--- config.mk ---
export PLATFORM = sky130hd
export DESIGN_NAME = ll_keypad_sync
export DESIGN_NICKNAME = d
export VERILOG_FILES = /design/src/rtl/ll_keypad_sync.sv
export SDC_FILE = /design/constraint.sdc
export NUM_CORES = 1
export LEC_CHECK = 0
export ABC_AREA = 1
export BUFFER_PORTS_ARGS = -buffer_cell sky130_fd_sc_hd__buf_2
export CORE_MARGIN = 2
export CORE_UTILIZATION = 55
export CTS_CLUSTER_SIZE = 16
export DETAILED_ROUTE_END_ITERATION = 8
export PLACE_DENSITY = 0.76
export SLEW_MARGIN = 10
export SYNTH_ARGS = -nofsm -noshare
export SYNTH_HDL_FRONTEND = slang
export SYNTH_SLANG_ARGS = --single-unit
--- constraint.sdc ---
create_clock -name hz100 -period 2.7 [get_ports hz100]
set_input_delay 0.135 -clock hz100 [delete_from_list [all_inputs] [get_ports hz100]]
set_output_delay 0.135 -clock hz100 [all_outputs]
set_load 0.03 [all_outputs]
--- src/rtl/ll_keypad_sync.sv ---
// Keypad front end: 2-flop synchroniser, priority encoder, debounce FSM and one-cycle press strobe.
// Define LL_KEY_AUTOREPEAT_EN to add auto-repeat strobes while a key stays held.
module ll_keypad_sync #(
  parameter int NKEYS        = 20,
  parameter int DEBOUNCE     = 2,
  parameter int REPEAT_DELAY = 50,
  parameter int REPEAT_RATE  = 10
) (
  input  logic             hz100,
  input  logic             reset,
  input  logic [NKEYS-1:0] in,
  output logic [4:0]       keycode,
  output logic             strobe,
  output logic             keydown,
  output logic             multi
);

  localparam int CNT_W = ($clog2(DEBOUNCE + 1) > 2) ? $clog2(DEBOUNCE + 1) : 2;

  typedef enum logic [1:0] {
    S_IDLE,
    S_DEBOUNCE,
    S_PRESSED,
    S_RELEASE
  } state_t;

  logic [NKEYS-1:0] r_s1, r_s;
  state_t           r_state, w_state_nxt;
  logic [4:0]       r_cand, w_cand_nxt, w_keycode_nxt, w_code;
  logic [CNT_W-1:0] r_cnt, w_cnt_nxt;
  logic             w_keydown_nxt, w_strobe_nxt, w_strobe_d, w_any;

  // Priority encoder: ascending scan so the highest set bit wins.
  always_comb begin
    w_code = '0;
    for (int i = 0; i < NKEYS; i++) begin
      if (r_s[i]) w_code = 5'(i);
    end
  end

  assign w_any = |r_s;
  assign multi = |(r_s & (r_s - NKEYS'(1)));

  // NOTE: every output of this block gets a default first, so no path can infer a latch.
  always_comb begin
    w_state_nxt   = r_state;
    w_cand_nxt    = r_cand;
    w_cnt_nxt     = r_cnt;
    w_keycode_nxt = keycode;
    w_keydown_nxt = keydown;
    w_strobe_nxt  = 1'b0;
    case (r_state)
      S_IDLE: begin
        if (w_any) begin
          w_state_nxt = S_DEBOUNCE;
          w_cand_nxt  = w_code;
          w_cnt_nxt   = CNT_W'(1);
        end
      end
      S_DEBOUNCE: begin
        if (!w_any) begin
          w_state_nxt = keydown ? S_RELEASE : S_IDLE;
          w_cnt_nxt   = CNT_W'(1);
        end else if (w_code != r_cand) begin
          w_cand_nxt = w_code;
          w_cnt_nxt  = CNT_W'(1);
        end else if (r_cnt == CNT_W'(DEBOUNCE)) begin
          w_state_nxt   = S_PRESSED;
          w_keycode_nxt = r_cand;
          w_keydown_nxt = 1'b1;
          w_strobe_nxt  = 1'b1;
        end else begin
          w_cnt_nxt = r_cnt + CNT_W'(1);
        end
      end
      S_PRESSED: begin
        if (!w_any) begin
          w_state_nxt = S_RELEASE;
          w_cnt_nxt   = CNT_W'(1);
        end else if (w_code != keycode) begin
          w_state_nxt = S_DEBOUNCE;
          w_cand_nxt  = w_code;
          w_cnt_nxt   = CNT_W'(1);
        end
      end
      S_RELEASE: begin
        if (w_any && (w_code == keycode)) begin
          // Brief dropout of the same key: resume without a new event.
          w_state_nxt = S_PRESSED;
        end else if (w_any) begin
          w_state_nxt = S_DEBOUNCE;
          w_cand_nxt  = w_code;
          w_cnt_nxt   = CNT_W'(1);
        end else if (r_cnt == CNT_W'(DEBOUNCE)) begin
          w_state_nxt   = S_IDLE;
          w_keydown_nxt = 1'b0;
        end else begin
          w_cnt_nxt = r_cnt + CNT_W'(1);
        end
      end
      default: w_state_nxt = S_IDLE;
    endcase
  end

`ifdef LL_KEY_AUTOREPEAT_EN
  localparam int RPT_MAX = (REPEAT_DELAY > REPEAT_RATE) ? REPEAT_DELAY : REPEAT_RATE;
  localparam int RPT_W   = $clog2(RPT_MAX + 1);

  logic [RPT_W-1:0] r_rpt, w_rpt_nxt, w_rpt_inc;
  logic             r_rpt_again, w_rpt_again_nxt, w_rpt_fire, w_enter, w_hold;

  assign w_enter   = (w_state_nxt == S_PRESSED) && (r_state != S_PRESSED);
  assign w_hold    = (r_state == S_PRESSED) && (w_state_nxt == S_PRESSED);
  assign w_rpt_inc = r_rpt + RPT_W'(1);

  // First repeat waits REPEAT_DELAY; later ones every REPEAT_RATE.
  always_comb begin
    w_rpt_nxt       = r_rpt;
    w_rpt_again_nxt = r_rpt_again;
    w_rpt_fire      = 1'b0;
    if (w_enter) begin
      w_rpt_nxt       = '0;
      w_rpt_again_nxt = 1'b0;
    end else if (w_hold) begin
      if (w_rpt_inc == (r_rpt_again ? RPT_W'(REPEAT_RATE) : RPT_W'(REPEAT_DELAY))) begin
        w_rpt_fire      = 1'b1;
        w_rpt_nxt       = '0;
        w_rpt_again_nxt = 1'b1;
      end else begin
        w_rpt_nxt = w_rpt_inc;
      end
    end
  end

  always_ff @(posedge hz100 or negedge reset) begin
    if (!reset) begin
      r_rpt       <= '0;
      r_rpt_again <= 1'b0;
    end else begin
      r_rpt       <= w_rpt_nxt;
      r_rpt_again <= w_rpt_again_nxt;
    end
  end

  assign w_strobe_d = w_strobe_nxt | w_rpt_fire;
`else
  assign w_strobe_d = w_strobe_nxt;
`endif

  // NOTE: non-blocking assignments here so every flop samples pre-edge values.
  always_ff @(posedge hz100 or negedge reset) begin
    if (!reset) begin
      r_s1    <= '0;
      r_s     <= '0;
      r_state <= S_IDLE;
      r_cand  <= '0;
      r_cnt   <= '0;
      keycode <= '0;
      keydown <= 1'b0;
      strobe  <= 1'b0;
    end else begin
      r_s1    <= in;
      r_s     <= r_s1;
      r_state <= w_state_nxt;
      r_cand  <= w_cand_nxt;
      r_cnt   <= w_cnt_nxt;
      keycode <= w_keycode_nxt;
      keydown <= w_keydown_nxt;
      strobe  <= w_strobe_d;
    end
  end

endmodule

# --- Yosys cells after proc, flatten, opt, wreduce, memory -nomap -nowiden ---
# Cells that the tools add are included.
word_totals:
  register_bits: 56
  inputBits: 22
  out_inout_bits: 8
  word_cells: 98
op_classes:
  addsub: 2
  eq_ne: 21
  muxes: 55
  bitwise: 2
  n_reduce_logical: 10
ops:
  columns: ["cell", "n"]
  rows:
  - ["5-bit two-way mux", 23]
  - ["20-bit OR reduction", 2]
  - ["2-bit two-way mux", 17]
  - ["20-bit bitwise AND", 1]
  - ["2-bit != test (second input constant)", 10]
  - ["5-bit one-hot mux with 4 select lines", 1]
  - ["20-bit by 1-bit subtractor with 20-bit output (second input constant)", 1]
  - ["2-bit one-hot mux with 4 select lines", 2]
  - ["1-bit two-way mux", 11]
  - ["5-bit != test", 2]
  - ["5-bit AND reduction", 2]
  - ["3-bit != test (second input constant)", 3]
  - ["7-bit AND reduction", 1]
  - ["2-bit equality test (second input constant)", 3]
  - ["5-bit equality test", 1]
  - ["4-bit != test (second input constant)", 1]
  - ["4-bit AND reduction", 1]
  - ["3-bit AND reduction", 1]
  - ["2-bit by 1-bit adder with 2-bit output (second input constant)", 1]
  - ["2-bit by 1-bit equality test with 1-bit output (second input constant)", 1]
  - ["2-bit zero test", 1]
  - ["1-bit one-hot mux with 2 select lines", 1]
  - ["2-bit nonzero test", 1]
  - ["1-bit logical AND", 1]
  - ["1-bit inverter", 1]

# --- Longest topological paths before layout ---
# Gate-level depths: netlist (run 1).
depth:
  word_depth: 23
  ltp_mapped: 26
  ltp_nobuf: 26

# --- Least setup slack after synthesis (run 1) ---
# OpenSTA, ideal clock, no wires.
synth_path:
  path_kind: "reg-to-reg"
  from: "reg r_s[8]"
  to: "reg r_cnt[0]"
  setup_ps: 120
  arrival_time_ps: 1936
  required_ps: 2580
  setup_slack_ps: 644
  path_stages_with_launch: 14
  n_path_buf: 0
  period_less_slack_ps: 2056
  cell_sequence: "dfrtp_1 nor2_4 inv_2 nor2_4 inv_1 o21ai_2 nand2_2 xnor2_1 nor4_4 nand4_2 nor2_4 nor2_2 o21ai_1 nand2_1"
synth_via:
  elab_chain_cells: 16
  elab_cells_between_ends: 27
  classes_between: "eq/ne (6); mux (18); reduce/logical (3)"
synth_rtl:
  columns: ["element", "line", "rtl"]
  rows:
  - ["start, declared", "27", "logic [NKEYS-1:0] r_s1, r_s;"]
  - ["start signal, assigned", "163", "r_s <= r_s1;"]
  - ["5-bit two-way mux (12 in series)", "37", "if (r_s[i]) w_code = 5'(i);"]
  - ["5-bit != test or 5-bit equality test (tied branches)", "64, 87", null]
  - ["2-bit two-way mux or 1-bit logical AND (tied branches)", "64, 87", null]
  - ["2-bit two-way mux or 2-bit != test (tied branches)", null, null]
  - ["2-bit one-hot mux with 4 select lines or 3-bit AND reduction (tied branches)", null, null]
  - ["end signal, assigned", "166", "r_cnt <= w_cnt_nxt;"]
  - ["end, declared", "30", "logic [CNT_W-1:0] r_cnt, w_cnt_nxt;"]
# Several ways; a longest one is shown, not always the timed one. The select of a mux whose other input is x is not followed.
# A chain may end at the register's enable or synchronous reset.

# --- Worst setup path in the final report (run 1) ---
layout_path:
  from: "reg r_s[6]"
  to: "out multi"
layout_via:
  elab_chain_cells: 3
layout_rtl:
  columns: ["element", "line", "rtl"]
  rows:
  - ["20-bit by 1-bit subtractor with 20-bit output", "42", "assign multi = |(r_s & (r_s - NKEYS'(1)));"]
  - ["20-bit bitwise AND (*)", "42", null]
  - ["20-bit OR reduction (*)", "42", null]
  - ["end, declared", "15", "output logic multi"]
# Every way passes the cells marked *; elsewhere a longest branch is shown, timed or not.

==> results.py, run 1 <==
metrics = {
    "layout": {
        "num-fill-cells": 365,
        "final_cells": 405,
        "antenna_cells_inserted": 0,
        "area_growth_pct": 20.0,
        "drive_gt1_share_pct": 25.6,
        "final_area_um2": 3190,
        "fin_nets": 379,
    },
    "setup_path": {
        "crit_fanout": 3,
        "path_buf_inv": 3,
        "critPathLaunchType": "register",
        "crit_path_top_delay_cell": "dfrtp_1",
        "arrival_ns": 2.29,
        "cpPeakStageDelay_ns": 0.41,
        "path_delay_family": "simple AND/OR/NAND/NOR gates",
        "crit_type": "reg -> out",
        "crit_path_end_kind": "primary output",
        "required_ns": 2.57,
        "worstPathCellList": "nor2_1 > inv_1 > nor2_4 > inv_2 > o32ai_1 > nand3_1 > nor3_1 > o21ai_0 > a211oi_1 > nand4_1 > buf_2",
    },
    "global_routing": {
        "grt-ovfl-total": 0,
        "grt_pass1_wl_mm": 8.62,
        "track_usage_pct": 20.5,
        "antenna_found_initial": 0,
        "grt_max_degree": 36,
        "first_global_vias": 2041,
    },
    "clocking": {
        "cts_resized": 0,
        "path_clk_slew_ns": 0.10,
        "hold_buffers": 21,
        "h-tree-depth": 2,
        "cts-root-buf": "clkbuf_8",
        "clock_sinks": 56,
        "cts_setup_buffers": 0,
        "cts_buffers": 5,
        "clockBufferDepth": 2,
        "worstSkewPairLatency_ns": 0.30,
        "cts_tree": "yes",
    },
    "route": {
        "drt_pass1_iterations": 4,
        "final_antenna_net_count": 0,
        "wl_mm": 4.82,
        "vias": 2029,
        "drc": 0,
        "drtIter0Drc": 138,
        "via_per_inst": 5.01,
        "avgRoutedWirePerCell_um": 11.9,
    },
    "placed_design": {
        "place_inst": 376,
        "dpl_worst_slack_ns": 0.436,
        "place_congestion": 0.951,
        "port_buffers": 29,
        "dpl-instance-area_um2": 2890,
        "dp_hpwl_mm": 3.63,
    },
    "synthesis": {
        "synth.distinct_cells": 32,
        "async_flop_share_pct": 100,
        "ys_top_cells_by_area": "dfrtp_1, nand2_1, inv_1",
        "netlist_top_cells_count": "nand2_1, dfrtp_1, inv_1, nor2_1, inv_2",
        "synth_top_cell_area_share_pct": 52.7,
        "synth_flop_cell": "dfrtp_1",
        "avgSynthCellArea_um2": 9.15,
        "ys_warn_count": 0,
        "synth-seq-area-share_pct": 52.7,
        "synth_fp_nets": 320,
        "synthCells": 291,
        "yosys.area.top_type": "dfrtp_1",
        "synth_edf_count": 0,
        "synth_seq_cells": 56,
        "yosysMostFrequentCell": "nand2_1",
        "syn_area_um2": 2660,
    },
    "sta": {
        "rsz0062_at_grt": "false",
        "setup_violations": 0,
        "finalSetupTns_ns": 0,
        "fin_ws_ns": 0.273,
        "hold_slack_ns": 0.356,
        "hold_violations": 0,
        "finalCriticalPeriod_ns": 2.43,
        "finalMaxSlewViolations": 0,
        "clock.fmax_mhz": 412,
        "tightest_slew_ns": 0.704,
        "fin_skew_ns": 0.00702,
        "max-slew-margin-rel_pct": 53.1,
        "min_period_over_period_pct": 89.9,
    },
    "floorplanning": {
        "fp.dieH_um": 73.6,
        "rows": 25,
        "fp.dieW_um": 73.6,
        "initial_core_util_pct": 56.7,
        "io_pins": 30,
        "core_um2": 4690,
        "die_area_um2": 5410,
    },
    "run": {
        "drv_cap": 0,
    },
    "power_and_ir_drop": {
        "power.density_nw_per_um2": 651,
        "ir_drop_mv": 0.391,
        "power.leakage_nw": 1.61,
    },
    "hold_path": {
        "hold_class": "reg -> reg",
    },
    "status": {
        "status": "finished, final reports clean",
    },
}
metrics by stage:
stage                     total power [mW]  util, %
after floorplan                       1.46        -
after global placement                1.60     61.6
after detailed placement              1.62     61.6
after CTS                             2.10     68.1
after global routing                  2.24     68.1
final                                 2.08     68.1
metal layers:
layer	part of all wire, %	GRT usage, %
met1	47	25.9
met2	48	35.0
met3	4.2	4.39
met4	1.1	6.46
met5	0	0
power breakdown:
part | switching (mW) | leakage, nW | internal (mW)
logic | 0.389 | 0.902 | 0.232
registers | 0.0728 | 0.670 | 0.929
clock network | 0.269 | 0.0423 | 0.189
total | 0.731 | 1.61 | 1.35
layout make-up:
class | count | area [µm²] | share of cell area, %
well taps | 54 | 67.6 | 2.12
inverters | 52 | 196 | 6.15
clock inverters | 3 | 26.3 | 0.823
flip-flops and latches | 56 | 1400 | 43.9
multi-input cells | 183 | 1060 | 33.3
repair buffers | 52 | 370 | 11.6
clock buffers | 5 | 68.8 | 2.15
cell families after synthesis:
family | share of synthesized area [%]
XOR/XNOR | 0.329
AND/OR/NAND/NOR | 26.8
AO/OA/AOI/OAI | 9.54
buffers and inverters | 7.38
flip-flops | 52.7
adder cells (fa/ha/maj) | 3.29
layout by cell type, fill, tap and decap left out, drive strengths merged:
cell type / netlist / routed
clkbuf: 0 / 5
o32ai: 1 / 1
inv: 51 / 52
nand2: 78 / 78
a211oi: 2 / 2
o22ai: 2 / 2
nand4: 4 / 4
ha: 7 / 7
buf: 0 / 31
a31oi: 1 / 1
a21oi: 11 / 11
nand3: 15 / 15
clkinv: 1 / 1
nor3: 2 / 2
o21ai: 19 / 19
o31ai: 3 / 3
o211ai: 3 / 3
dfrtp: 56 / 56
clkinvlp: 0 / 2
nor2: 32 / 32
o2111ai: 1 / 1
xnor2: 1 / 1
dlygate4sd3: 0 / 21
nor4: 1 / 1
worst reg2reg max path, cell delays in order, from the launching register on:
cell and delay (ns):
dfrtp_1 0.40, nor2_2 0.17, inv_2 0.07, nor3_4 0.22
nand2_2 0.12, a21oi_1 0.15, o22ai_1 0.09, a211oi_1 0.21
o21ai_1 0.12, a21oi_2 0.13, nand3_2 0.13, nand2_1 0.11
nand2_2 0.07, nor2_4 0.12, nand2_1 0.06, o21ai_1 0.07
flip-flops by register name, summed over array words and instances, names as in the netlist:
signal / cells
r_s1: 20
r_s: 20
keycode: 5
r_cand: 5
r_cnt: 2
r_state: 2
keydown: 1
strobe: 1
worst paths after layout:
check / cells past startpoint / end / from / slack (ns)
worst max-delay path: 11 / multi / r_s[6] / 0.27
worst min-delay path: 0 / r_s[7] / r_s1[7] / 0.36
worst max register to register: 15 / r_state[1] / r_s[14] / 0.39
worst min register to register: 0 / r_s[7] / r_s1[7] / 0.36
max in group asynchronous: 3 / keycode[1] / reset / 1.64
min in group asynchronous: 2 / r_s1[2] / reset / 0.41
Note: power is estimated with default switching activity, not from simulation.
==> run 2, diff against run 1 <==
- ABC_CLOCK_PERIOD_IN_PS: not set -> 2700
- PLACE_DENSITY: 0.76 -> 0.82
- REMOVE_ABC_BUFFERS: not set -> 1
==> results.py, run 2 (same netlist as run 1, synthesis figures left out) <==
metrics = {
    "sta": {
        "finalSetupTns_ns": 0,
        "max-slew-margin-rel_pct": 60.2,
        "hold_violations": 0,
        "setup_violations": 0,
        "finalMaxSlewViolations": 0,
        "finalCriticalPeriod_ns": 2.37,
        "rsz0062_at_grt": "false",
        "min_period_over_period_pct": 87.9,
        "clock.fmax_mhz": 421,
        "fin_ws_ns": 0.327,
        "tightest_slew_ns": 0.597,
        "fin_skew_ns": 0.0110,
    },
    "clocking": {
        "cts_buffers": 5,
        "h-tree-depth": 2,
        "cts-root-buf": "clkbuf_8",
        "clockBufferDepth": 2,
        "path_clk_slew_ns": 0.10,
        "cts_resized": 0,
        "clock_sinks": 56,
        "worstSkewPairLatency_ns": 0.31,
        "cts_tree": "yes",
    },
    "layout": {
        "layout_common_cells": "nand2_1, dfrtp_1, inv_1",
        "drive_gt1_share_pct": 25.4,
        "antenna_cells_inserted": 0,
        "area_growth_pct": 19.6,
        "fin_nets": 378,
        "fin_util_pct": 67.8,
        "layout_commonest_cell": "nand2_1",
        "top_regs": "r_s1: 20 flops, r_s: 20 flops",
    },
    "floorplanning": {
        "initial_core_util_pct": 56.7,
        "core_um2": 4690,
        "rows": 25,
        "io_pins": 30,
        "fp.dieH_um": 73.6,
        "die_area_um2": 5410,
        "fp.dieW_um": 73.6,
    },
    "hold_path": {
        "hold_class": "reg -> reg",
        "hp-start": "r_s1[15]",
    },
    "power_and_ir_drop": {
        "finalPower_mw": 2.07,
        "power.leakage_nw": 1.61,
        "power.density_nw_per_um2": 652,
        "ir_drop_mv": 0.403,
    },
    "run": {
        "drv_cap": 0,
    },
    "setup_path": {
        "cp-startpoint": "r_s[4]",
        "worst-r2r-setup-slack_ns": 0.38,
        "crit_type": "reg -> out",
        "critPathLaunchType": "register",
        "worstRegToRegCells": 15,
        "crit_path_end_kind": "primary output",
        "crit_fanout": 6,
        "cp-endpoint": "multi",
        "r2r-end": "r_state[0]",
        "regToRegStartpoint": "r_s[14]",
        "required_ns": 2.57,
        "arrival_ns": 2.24,
    },
    "global_routing": {
        "top_usage_layer": "met2",
        "track_usage_pct": 21.1,
        "first_global_vias": 1941,
        "met3_usage_pct": 6.17,
        "grt-ovfl-total": 0,
        "grt_use_met2_pct": 34.1,
        "grt_pass1_wl_mm": 8.50,
        "grt_max_degree": 31,
        "use_met1_pct": 26.8,
        "antenna_found_initial": 0,
    },
    "route": {
        "drt_pass1_iterations": 4,
        "final_antenna_net_count": 0,
        "avgRoutedWirePerCell_um": 12.1,
        "vias": 2026,
        "via_per_inst": 5.01,
        "drtIter0Drc": 94,
        "wl_mm": 4.87,
        "drc": 0,
    },
    "placed_design": {
        "place_congestion": 0.938,
        "dpl_worst_slack_ns": 0.387,
        "dp_hpwl_mm": 3.56,
        "port_buffers": 29,
    },
    "status": {
        "status": "finished, final reports clean",
    },
}
run 2: cell types whose count changed in the layout (fill, tap and decap cells not counted), sizes merged:
cell	before	now
clkinvlp	2	1
clkinv	1	2
buf	31	30
run 2: worst min-delay path by stage:
| stage | slack (ns) | end | cells past startpoint |
|---|---|---|---|
| after detailed placement | 0.19 | r_s1[10] | 1 |
| after global placement | 0.17 | r_s1[18] | 1 |
| final | 0.35 | r_s[15] | 0 |
| after CTS | 0.35 | r_s[15] | 0 |
| after global routing | 0.37 | r_s[13] | 0 |
| after floorplan | -0.16 | keycode[0] | 0 |
run 2: cell type report:
cell class                 count  area, µm²
clock inverter                 3       21.3
inverter                      52        196
tap                           54       67.6
fill                         368       1510
clock buffer                   5       68.8
timing repair buffer          51        363
sequential                    56       1400
multi-input combinational    183       1060
run 2: stage by stage:
step,cells,hold WS (ns),instance area [µm²]
2_1_floorplan,291,-0.161,2660
6_report,404,0.349,3180
3_3_place_gp,375,0.172,2880
3_5_place_dp,375,0.185,2880
5_1_grt,404,0.367,3180
4_1_cts,404,0.351,3180
run 2: timing repair:
item / CTS / global route
hold buffers: 21 / 0
buffers inserted: 0 / 0
endpoints found under the hold margin: 46 / 0
run 2: metal layers:
layer  part of all wire (%)  routed length (µm)
met1                     45                2200
met2                     48                2340
met3                    4.7                 227
met4                    2.2                 106
met5                      0                   0
run 2: worst max-delay path, cell delays in order, from the launching register on:
cell and delay, ns:
dfrtp_1 0.45, nor2_2 0.20, inv_2 0.06, nor2_4 0.10, inv_2 0.05, o32ai_1 0.21
nand3_1 0.10, nor3_1 0.12, o21ai_0 0.11, a211oi_1 0.17, nand4_1 0.15, buf_2 0.21
run 2: where the power goes:
part	total, mW	internal, mW	switching [mW]	leakage [nW]
sequential	1.00	0.928	0.0742	0.670
clock	0.450	0.184	0.266	0.0445
combinational	0.621	0.232	0.390	0.897
